`config.mk`:
```
export PLATFORM = sky130hd
export DESIGN_NAME = mcycle_unit_flat
export DESIGN_NICKNAME = d
export VERILOG_FILES = /design/src/rtl/mcycle_unit_if.sv /design/src/rtl/mcycle_unit.sv /design/src/flat_wrapper.sv
export SDC_FILE = /design/constraint.sdc
export NUM_CORES = 1
export LEC_CHECK = 0
export ABC_CLOCK_PERIOD_IN_PS = 7300
export CELL_PAD_IN_SITES_DETAIL_PLACEMENT = 0
export CELL_PAD_IN_SITES_GLOBAL_PLACEMENT = 1
export CORE_MARGIN = 4
export CORE_UTILIZATION = 46
export DETAILED_ROUTE_END_ITERATION = 7
export PLACE_DENSITY = 0.88
export RECOVER_POWER = 50
export SKIP_CTS_REPAIR_TIMING = 1
export SLEW_MARGIN = 20
export SYNTH_ARGS = -nofsm -noshare
export SYNTH_HDL_FRONTEND = slang
export SYNTH_SLANG_ARGS = --single-unit
```
`constraint.sdc`:
```
create_clock -name CLK -period 7.3 [get_ports CLK]
set_input_delay 1.46 -clock CLK [delete_from_list [all_inputs] [get_ports CLK]]
set_output_delay 1.46 -clock CLK [all_outputs]
set_load 0.02 [all_outputs]
```
`src/rtl/mcycle_unit_if.sv`:
```
// Request/response bundle between the EX stage and the iterative multiply/divide engine.
// The EX stage is the master; the engine is the slave.
interface mcycle_unit_if #(
  parameter int WIDTH = 32
);
  logic             Start;
  logic             MCycleOp;
  logic [WIDTH-1:0] Operand1;
  logic [WIDTH-1:0] Operand2;
  logic [WIDTH-1:0] Result1;
  logic [WIDTH-1:0] Result2;
  logic             Busy;
  logic             Done;

  modport master (
    output Start, MCycleOp, Operand1, Operand2,
    input  Result1, Result2, Busy, Done
  );

  modport slave (
    input  Start, MCycleOp, Operand1, Operand2,
    output Result1, Result2, Busy, Done
  );
endinterface

```
`src/rtl/mcycle_unit.sv`:
```
// Iterative shift-add multiply / restoring divide, one bit per cycle; MCYCLE_SIGNED_EN adds two's complement.
// Latency: Busy for WIDTH+1 cycles from the Start cycle, Done pulses the cycle after.
// Backpressure: Busy stalls the pipeline; Start is ignored outside IDLE, so a held Start cannot relaunch.
module mcycle_unit #(
  parameter int WIDTH = 32
) (
  input logic         CLK,
  input logic         RESET,
  mcycle_unit_if.slave bus
);

  localparam int CW = (WIDTH > 1) ? $clog2(WIDTH) : 1;

  typedef enum logic [1:0] {IDLE, COMPUTING, DONE} state_t;

  state_t           state;
  logic [CW-1:0]    count;
  logic             opDiv;
  logic [WIDTH-1:0] accA;
  logic [WIDTH-1:0] accB;
  logic [WIDTH-1:0] opM;
  logic [WIDTH-1:0] res1;
  logic [WIDTH-1:0] res2;
  logic             doneQ;

  logic [WIDTH-1:0] magA;
  logic [WIDTH-1:0] magB;
  logic [WIDTH:0]   mulSum;
  logic [WIDTH:0]   divShift;
  logic             divFits;
  logic [WIDTH-1:0] nextA;
  logic [WIDTH-1:0] nextB;
  logic [WIDTH-1:0] fin1;
  logic [WIDTH-1:0] fin2;

`ifdef MCYCLE_SIGNED_EN
  logic               sign1;
  logic               sign2;
  logic               negLo;
  logic               negRem;
  logic [2*WIDTH-1:0] prod;
`endif

  assign bus.Busy    = !RESET && (((state == IDLE) && bus.Start) || (state == COMPUTING));
  assign bus.Done    = doneQ;
  assign bus.Result1 = res1;
  assign bus.Result2 = res2;

  // Iteration operates on magnitudes; signs are reapplied on the final edge.
  always_comb begin
`ifdef MCYCLE_SIGNED_EN
    sign1 = bus.Operand1[WIDTH-1];
    sign2 = bus.Operand2[WIDTH-1];
    magA  = sign1 ? -bus.Operand1 : bus.Operand1;
    magB  = sign2 ? -bus.Operand2 : bus.Operand2;
`else
    magA  = bus.Operand1;
    magB  = bus.Operand2;
`endif
  end

  // accA: product high half / partial remainder. accB: multiplier / dividend shifting into quotient.
  always_comb begin
    mulSum   = {1'b0, accA} + (accB[0] ? {1'b0, opM} : '0);
    divShift = {accA, accB[WIDTH-1]};
    divFits  = (divShift >= {1'b0, opM});
    nextA    = '0;
    nextB    = '0;
    if (opDiv) begin
      if (divFits) begin
        nextA = WIDTH'(divShift - {1'b0, opM});
        nextB = {accB[WIDTH-2:0], 1'b1};
      end else begin
        nextA = divShift[WIDTH-1:0];
        nextB = {accB[WIDTH-2:0], 1'b0};
      end
    end else begin
      nextA = mulSum[WIDTH:1];
      nextB = {mulSum[0], accB[WIDTH-1:1]};
    end
  end

  always_comb begin
    fin1 = nextB;
    fin2 = nextA;
`ifdef MCYCLE_SIGNED_EN
    prod = {nextA, nextB};
    if (!opDiv) begin
      if (negLo) prod = -prod;
      fin1 = prod[WIDTH-1:0];
      fin2 = prod[2*WIDTH-1:WIDTH];
    end else begin
      // Divide by zero keeps the all-ones quotient regardless of sign.
      if (negLo && (opM != '0)) fin1 = -nextB;
      if (negRem) fin2 = -nextA;
    end
`endif
  end

  always_ff @(posedge CLK) begin
    if (RESET) begin
      state <= IDLE;
      count <= '0;
      opDiv <= 1'b0;
      accA  <= '0;
      accB  <= '0;
      opM   <= '0;
      res1  <= '0;
      res2  <= '0;
      doneQ <= 1'b0;
`ifdef MCYCLE_SIGNED_EN
      negLo  <= 1'b0;
      negRem <= 1'b0;
`endif
    end else begin
      case (state)
        IDLE: begin
          doneQ <= 1'b0;
          if (bus.Start) begin
            state <= COMPUTING;
            count <= '0;
            opDiv <= bus.MCycleOp;
            accA  <= '0;
            accB  <= bus.MCycleOp ? magA : magB;
            opM   <= bus.MCycleOp ? magB : magA;
`ifdef MCYCLE_SIGNED_EN
            negLo  <= sign1 ^ sign2;
            negRem <= sign1;
`endif
          end
        end
        COMPUTING: begin
          accA  <= nextA;
          accB  <= nextB;
          count <= count + CW'(1);
          if (count == CW'(WIDTH - 1)) begin
            res1  <= fin1;
            res2  <= fin2;
            doneQ <= 1'b1;
            state <= DONE;
          end
        end
        DONE: begin
          doneQ <= 1'b0;
          state <= IDLE;
        end
        default: begin
          doneQ <= 1'b0;
          state <= IDLE;
        end
      endcase
    end
  end

endmodule

```
`src/flat_wrapper.sv`:
```
// flat-port wrapper written by rule: the top's interface ports become plain ports
module mcycle_unit_flat 
#(
  parameter int WIDTH = 32
)
  (CLK, RESET, bus_Start, bus_MCycleOp, bus_Operand1, bus_Operand2, bus_Result1, bus_Result2, bus_Busy, bus_Done);
  mcycle_unit_if #(.WIDTH(WIDTH)) bus_i ();
  input logic CLK;
  input logic RESET;
  input wire logic [$bits(bus_i.Start)-1:0] bus_Start;
  input wire logic [$bits(bus_i.MCycleOp)-1:0] bus_MCycleOp;
  input wire logic [$bits(bus_i.Operand1)-1:0] bus_Operand1;
  input wire logic [$bits(bus_i.Operand2)-1:0] bus_Operand2;
  output wire logic [$bits(bus_i.Result1)-1:0] bus_Result1;
  output wire logic [$bits(bus_i.Result2)-1:0] bus_Result2;
  output wire logic [$bits(bus_i.Busy)-1:0] bus_Busy;
  output wire logic [$bits(bus_i.Done)-1:0] bus_Done;
  assign bus_i.Start = bus_Start;
  assign bus_i.MCycleOp = bus_MCycleOp;
  assign bus_i.Operand1 = bus_Operand1;
  assign bus_i.Operand2 = bus_Operand2;
  assign bus_Result1 = bus_i.Result1;
  assign bus_Result2 = bus_i.Result2;
  assign bus_Busy = bus_i.Busy;
  assign bus_Done = bus_i.Done;
  mcycle_unit #(.WIDTH(WIDTH)) u_core (.CLK(CLK), .RESET(RESET), .bus(bus_i));
endmodule
```
==> results.md, run 1 <==
- Crit-path slowest cell: clkdlybuf4s50_1
- Mapped cell area: 11,400 um2
- Critical path depth in cells: 6
- Reg2Reg Depth: 7
- Die area: 27,400 um2
- Final wirelength: 35,200 um
- Cts bufs inserted: 17
- Iter 0 DRT Violations: 915
- Core area: 24,300 um2
- Sequential Area: 3390 um2
- H-tree depth: 4
- Tmin final: 4940 ps
- Die Span X: 165 um
- Critical Path Source Type: primary input
- Ys async rst share: 0%
- DR vias/cell: 6.02
- Syn_nets: 1,535
- WL/cell: 19.5 um
- Global-route wire length before repair: 55,800 um
- Worst setup EP type: output pin
- FMAX: 202 MHz
- Clock Tree Root: clkbuf_16
- Initial antenna violation count: 0
- Setup Crit Path Kind: primary input to output pin
- Vias in the first global route: 10,300
- CP Data Required Time: 5840 ps
- CP peak stage delay: 620 ps
- Fin. Hold Viols: 0
- PortBufs: 133
- Status: finished with violations
- Top_reg_cell synth: dfxtp_1
- Violated checks: max-capacitance violations, max-slew violations
- Area share of the largest cell type after synthesis: 29.7%
- # nets final: 1,600
- Area Overhead vs Synth: 17.7%
- Worst Skew: 18.9 ps
- Setup crit start: bus_Start
- Ports: 134
- Clk Latency, worst-skew pair: 450 ps
- Clock-pin slew on the worst setup and hold paths: 70 ps
- Post-synth EDFFs: 0
- ANT cells: 0
- Max_cap viols: 2
- Cell leakage power: 5.66 nW
- Hpwl dp: 25,600 um
- Initial Utilization: 46.9%
- RR Startpoint: u_core.count[0]
- RSZ-0062 raised after global routing: false
- Remaining DRCs: 0
- Standard-cell rows: 57
- Slew Viols, Final: 119
- GRT Util Overall: 25.8%
- Pin count of the biggest net entering global routing: 83
- Unique masters post-synth: 80
- Relative slew slack: -136%
- Max IR drop VDD: 0.134 mV
- Buf/Inv on CP: 3
- Setup TNS: 0 ps
- Area leader, netlist: dfxtp_1
- Setup Viol. Count Final: 0
- Crit path to: bus_Busy
- Mapped Cells: 1,399
- Commonest non-fill, non-tap cells in the layout: dfxtp_1, nor2_1, a21oi_1, mux2i_1, nand2_1
- Sequential cell area fraction in the yosys report: 29.7%
- Yosys reg bits: 169
- Via count: 10,800
- Layout cells sized above 1: 5.15%
- CP top delay family: buffers and inverters
- Pre-CTS setup slack: 2450 ps
- Crit-path max FO: 66
- Syn. warnings: 0
- PwrDens: 185 nW/um2
- DRT Pass-1 Iters: 5
- Gp weighted congestion: 0.956
- Setup ws final: 2360 ps
- GR Overflow Total: 0
- Worst-Margin Slew: 3530 ps
- Ratio of final minimum period to clock period: 67.7%
- Multi-input gate area: 7440 um2
- Cell area after layout: 13,400 um2
- Longest Clk Path Bufs: 2
- Fillers: 2,340
- Worst Path Arrival: 3480 ps
- Synth top area cells: dfxtp_1, mux2i_1, ha_1
- Antenna Nets Post-Route: 0
- CTS tree: built
- Die Y: 165 um
- Clock sink count: 169
- Cell Area, Placed: 12,800 um2
- RR Endpoint: u_core.bus.Result2[28]
- Flop2flop setup slack: 2400 ps
- Min-delay worst type: register to register
- Syn Area/Cell: 8.15 um2
- Worst path cell trace: dlygate4sd3_1 > and2_2 > buf_4 > nor2_2 > nor2_1 > clkdlybuf4s50_1
- Commonest non-fill, non-tap cell in the layout: dfxtp_1
[worst min path at each step]
stage                     depth (start not counted)              startpoint                endpoint  slack [ps]
after floorplan                                   1         u_core.count[3]         u_core.count[3]         440
after global placement                            2  u_core.bus.Result2[15]  u_core.bus.Result2[15]         460
after detailed placement                          2  u_core.bus.Result2[15]  u_core.bus.Result2[15]         460
after CTS                                         2  u_core.bus.Result2[15]  u_core.bus.Result2[15]         470
after global routing                              1  u_core.bus.Result2[31]  u_core.bus.Result2[31]         500
final                                             2  u_core.bus.Result2[15]  u_core.bus.Result2[15]         460
[area by class of cell]
cell class | instances | share of cell area [%]
clock inverters | 14 | 1.29
well taps | 324 | 3.02
flip-flops and latches | 169 | 25.3
clock buffers | 18 | 3.20
inverters | 51 | 1.43
repair buffers | 142 | 10.3
multi-input cells | 1083 | 55.5
[through the flow]
step | util (%) | total power [mW] | instances | hold slack [ps]
final | 55.1 | 2.48 | 1801 | 464
after global routing | 55.1 | 2.59 | 1801 | 498
after CTS | 55.2 | 2.49 | 1801 | 470
after detailed placement | 52.7 | 1.56 | 1769 | 458
after global placement | 52.7 | 1.56 | 1769 | 456
after floorplan | - | 1.41 | 1399 | 439
[worst register-to-register path, stage by stage (launching register included)]
cell,delay [ps]
dfxtp_1,380
ha_1,200
and3_1,160
ha_1,270
and2_0,670
clkbuf_1,2540
o21ai_0,260
o21ba_2,360
[report_power, final]
group / total [mW] / internal, mW / switching, mW
Sequential: 1.00 / 0.957 / 0.0460
Clock: 0.929 / 0.464 / 0.465
Combinational: 0.550 / 0.223 / 0.328
[sequential cells by signal, indices dropped and copies added, names as in the netlist]
signal,count
u_core.accA,32
u_core.opDiv,1
u_core.bus.Done,1
u_core.bus.Result1,32
u_core.accB,32
u_core.state,2
u_core.count,5
u_core.opM,32
u_core.bus.Result2,32
[per-layer routing]
| layer | global-route usage (%) | part of all wire, % |
|---|---|---|
| met5 | 0 | 0 |
| met4 | 7.57 | 2.1 |
| met3 | 3.77 | 6.1 |
| met2 | 40.4 | 45 |
| met1 | 36.8 | 47 |
[synth_stat cells, types with 7 or more instances]
| cell | count |
|---|---|
| dfxtp_1 | 169 |
| nor2_1 | 153 |
| a21oi_1 | 133 |
| mux2i_1 | 110 |
| nand2_1 | 86 |
| a211oi_1 | 72 |
| clkbuf_1 | 71 |
| ha_1 | 66 |
| o21ai_0 | 62 |
| inv_1 | 51 |
| and2_1 | 41 |
| o22ai_1 | 36 |
| xnor2_1 | 33 |
| a21o_1 | 31 |
| nand3_1 | 19 |
| o21a_1 | 17 |
| a22o_1 | 15 |
| xor2_1 | 15 |
| a31oi_1 | 14 |
| and3_1 | 14 |
| nor3_1 | 13 |
| buf_1 | 12 |
| o21bai_1 | 10 |
| nand4_1 | 9 |
| o211ai_1 | 9 |
| a211o_1 | 7 |
| nor2b_1 | 7 |
[kinds of logic after synthesis]
group / after synthesis / share of synthesized area, %
and+or+nand+nor: 365 / 14.7
DFF: 169 / 29.7
muxes: 117 / 10.4
adders and majority gates: 68 / 7.60
buffers and inverters: 147 / 5.23
xor gates and xnor gates: 48 / 3.69
AOI/OAI and AO/OA: 485 / 28.7
No activity file was read; power rests on OpenSTA's default activity.
==> inputs of run 2 (changes only) <==
--- a/config.mk
+++ b/config.mk
@@ -5,13 +5,13 @@
 export SDC_FILE = /design/constraint.sdc
 export NUM_CORES = 1
 export LEC_CHECK = 0
-export ABC_CLOCK_PERIOD_IN_PS = 7300
+export ABC_CLOCK_PERIOD_IN_PS = 4000
 export CELL_PAD_IN_SITES_DETAIL_PLACEMENT = 0
 export CELL_PAD_IN_SITES_GLOBAL_PLACEMENT = 1
 export CORE_MARGIN = 4
-export CORE_UTILIZATION = 46
+export CORE_UTILIZATION = 39
 export DETAILED_ROUTE_END_ITERATION = 7
-export PLACE_DENSITY = 0.88
+export PLACE_DENSITY = 0.79
 export RECOVER_POWER = 50
 export SKIP_CTS_REPAIR_TIMING = 1
 export SLEW_MARGIN = 20
==> constraint.sdc (replaced) <==
create_clock -name CLK -period 4 [get_ports CLK]
set_input_delay 0.8 -clock CLK [delete_from_list [all_inputs] [get_ports CLK]]
set_output_delay 0.8 -clock CLK [all_outputs]
set_load 0.02 [all_outputs]
==> run 2 against run 1 <==
  * The run still ends with max-capacitance violations, max-slew violations left
  * First-iteration DRC count down 2.6%
  * Setup slack lost 2000 ps
  * Sequential share of layout area shrank 0.61 points
  * Global-route usage fell by 2.2 points
==> results.md, run 2 (same netlist as run 1, synthesis figures left out) <==
- RSZ-0062 raised after global routing: false
- Cell leakage power: 5.74 nW (+1.5%)
- Commonest non-fill, non-tap cell in the layout: dfxtp_1
- Worst Skew: 14.4 ps (-4.47 ps)
- Iter 0 DRT Violations: 891 (-2.6%)
- Relative slew slack: -22.9% (+110 points)
- DRT Pass-1 Iters: 5 (unchanged)
- Initial Utilization: 39.6% (-7.3 points)
- RR Startpoint: u_core.opM[26]
- Clk Latency, worst-skew pair: 440 ps (about the same)
- Cts bufs inserted: 17 (unchanged)
- Remaining DRCs: 0 (unchanged)
- Net Sw Power: 1.58 mW (+89%)
- Met1 WL: 18,400 um (+11%)
- Pin count of the biggest net entering global routing: 93 (+12%)
- Slew Viols, Final: 73 (-39%)
- PwrDens: 337 nW/um2 (+82%)
- DR vias/cell: 5.80 (-3.5%)
- Hold Crit Depth: 2 (unchanged)
- Gp weighted congestion: 0.942 (-1.4%)
- Clock Tree Root: clkbuf_16
- Via count: 11,000 (+1.5%)
- FMAX: 272 MHz
- Fin. Hold Viols: 0 (unchanged)
- Hpwl dp: 28,100 um (+9.9%)
- Antenna Nets Post-Route: 0 (unchanged)
- Global-route wire length before repair: 59,200 um (+6.0%)
- Switch share: 34.2% (+0.38 points)
- Top Metal Used: met5
- WL/cell: 20.0 um (+2.4%)
- GRT Util Overall: 23.6% (-2.2 points)
- Die Y: 179 um (+8.2%)
- Final wirelength: 37,900 um (+7.7%)
- Reg2Reg Depth: 11 (+4)
- Setup Viol. Count Final: 0 (unchanged)
- H-tree depth: 4 (unchanged)
- Layout cells sized above 1: 7.15% (+2.0 points)
- GR Overflow Total: 0 (unchanged)
- Max_cap viols: 2 (unchanged)
- Setup crit start: u_core.opM[26]
- Crit-path max FO: 13 (-80%)
- CP Data Required Time: 4280 ps (-1560 ps)
- Violated checks: max-capacitance violations, max-slew violations
- Core area: 28,800 um2 (+18%)
- Clock power frac: 37.3% (about the same)
- Ratio of final minimum period to clock period: 91.7%
- Seq pwr share: 39.4% (-1.0 points)
- ANT cells: 0 (unchanged)
- Die Span X: 179 um (+8.2%)
- Clock sink count: 169 (unchanged)
- Min-delay worst type: register to register
- Critical Path Source Type: register
- Status: finished with violations
- Flop2flop setup slack: 330 ps (-2070 ps)
- RR Endpoint: u_core.accA[9]
- Area Overhead vs Synth: 20.6%
- Worst setup EP type: register
- Longest Clk Path Bufs: 2 (unchanged)
- Vias in the first global route: 10,400 (+1.3%)
- Worst-Margin Slew: 1840 ps (-1690 ps)
- Ports: 134 (unchanged)
- Standard-cell rows: 62 (+8.8%)
- Met2 routed WL: 16,000 um (+1.5%)
- Initial antenna violation count: 2 (+2)
- Tmin final: 3670 ps
- Pint: 3.05 mW (+85%)
- Clock-pin slew on the worst setup and hold paths: 80 ps (about the same)
- Commonest non-fill, non-tap cells in the layout: dfxtp_1, nor2_1, a21oi_1, mux2i_1, clkdlybuf4s50_1
- HP Start: u_core.bus.Result2[3]
- PortBufs: 133 (unchanged)
- Worst hold path endpoint: u_core.bus.Result2[3]
- Setup TNS: 0 ps (unchanged)
- Met3 wire len: 2700 um (+26%)
- Max IR drop VDD: 0.239 mV (+78%)
- CTS tree: built
- Worst Path Arrival: 3950 ps (+470 ps)
- # nets final: 1,633 (+2.1%)
- Core Util, Final: 47.8% (-7.4 points)
- Die area: 32,000 um2 (+17%)
- Setup Crit Path Kind: register to register
- Logic pwr share: 23.2% (+1.0 points)
[run 2: changes by cell type in the layout (fill, tap and decap cells not counted), sizes merged]
cell	delta
inv	+1
clkbuf	+3
dlygate4sd3	-25
buf	+30
clkdlybuf4s50	+25
clkinv	-1
[run 2: worst max-delay path by stage]
stage	end	cells after the start	slack, ps
after floorplan	u_core.accA[28]	13	940
after global placement	u_core.bus.Result2[10]	12	240
after detailed placement	u_core.bus.Result2[3]	12	260
after CTS	u_core.bus.Result2[3]	12	210
after global routing	u_core.accA[9]	11	110
final	u_core.accA[9]	11	330
[run 2: worst max-delay path: stages (launching register included)]
cell and delay [ps]:
dfxtp_1 440, inv_1 70, ha_1 400, a21oi_1 270, o21bai_1 130, a21oi_1 220, nand2b_1 170, a21boi_1 430
nand3_2 480, mux2_2 440, a21oi_1 330, o21ai_0 110
[run 2: metrics by stage]
step	cells	hold WS [ps]	setup WS (ps)	area, um2	power (mW)
6_report	1894	467	330	13700	4.63
5_1_grt	1894	489	114	13700	4.83
4_1_cts	1894	469	206	13800	4.64
3_5_place_dp	1862	457	262	13200	2.92
3_3_place_gp	1862	456	245	13200	2.92
2_1_floorplan	1399	439	935	11400	2.57
[run 2: power groups by stage]
stage | registers (mW) | logic, mW | clock network (mW)
floorplan | 1.82 | 0.743 | 0
global placement | 1.86 | 1.06 | 0
detailed placement | 1.86 | 1.06 | 0
CTS | 1.82 | 1.06 | 1.75
global route | 1.83 | 1.17 | 1.82
finish | 1.82 | 1.07 | 1.73
[run 2: cell type report]
class	instances	area (um2)
Timing Repair Buffer	175	1650
Clock buffer	18	439
Inverter	51	191
Fill cell	2737	15000
Tap cell	384	480
Sequential cell	169	3390
Multi-Input combinational cell	1083	7420
Clock inverter	14	175
[run 2: metal layers]
layer / vias up / GRT usage (%)
met2: 401 / 34.9
li1: 5345 / -
met4: 2 / 6.30
met1: 5199 / 34.8
met3: 47 / 4.74
met5: - / 0
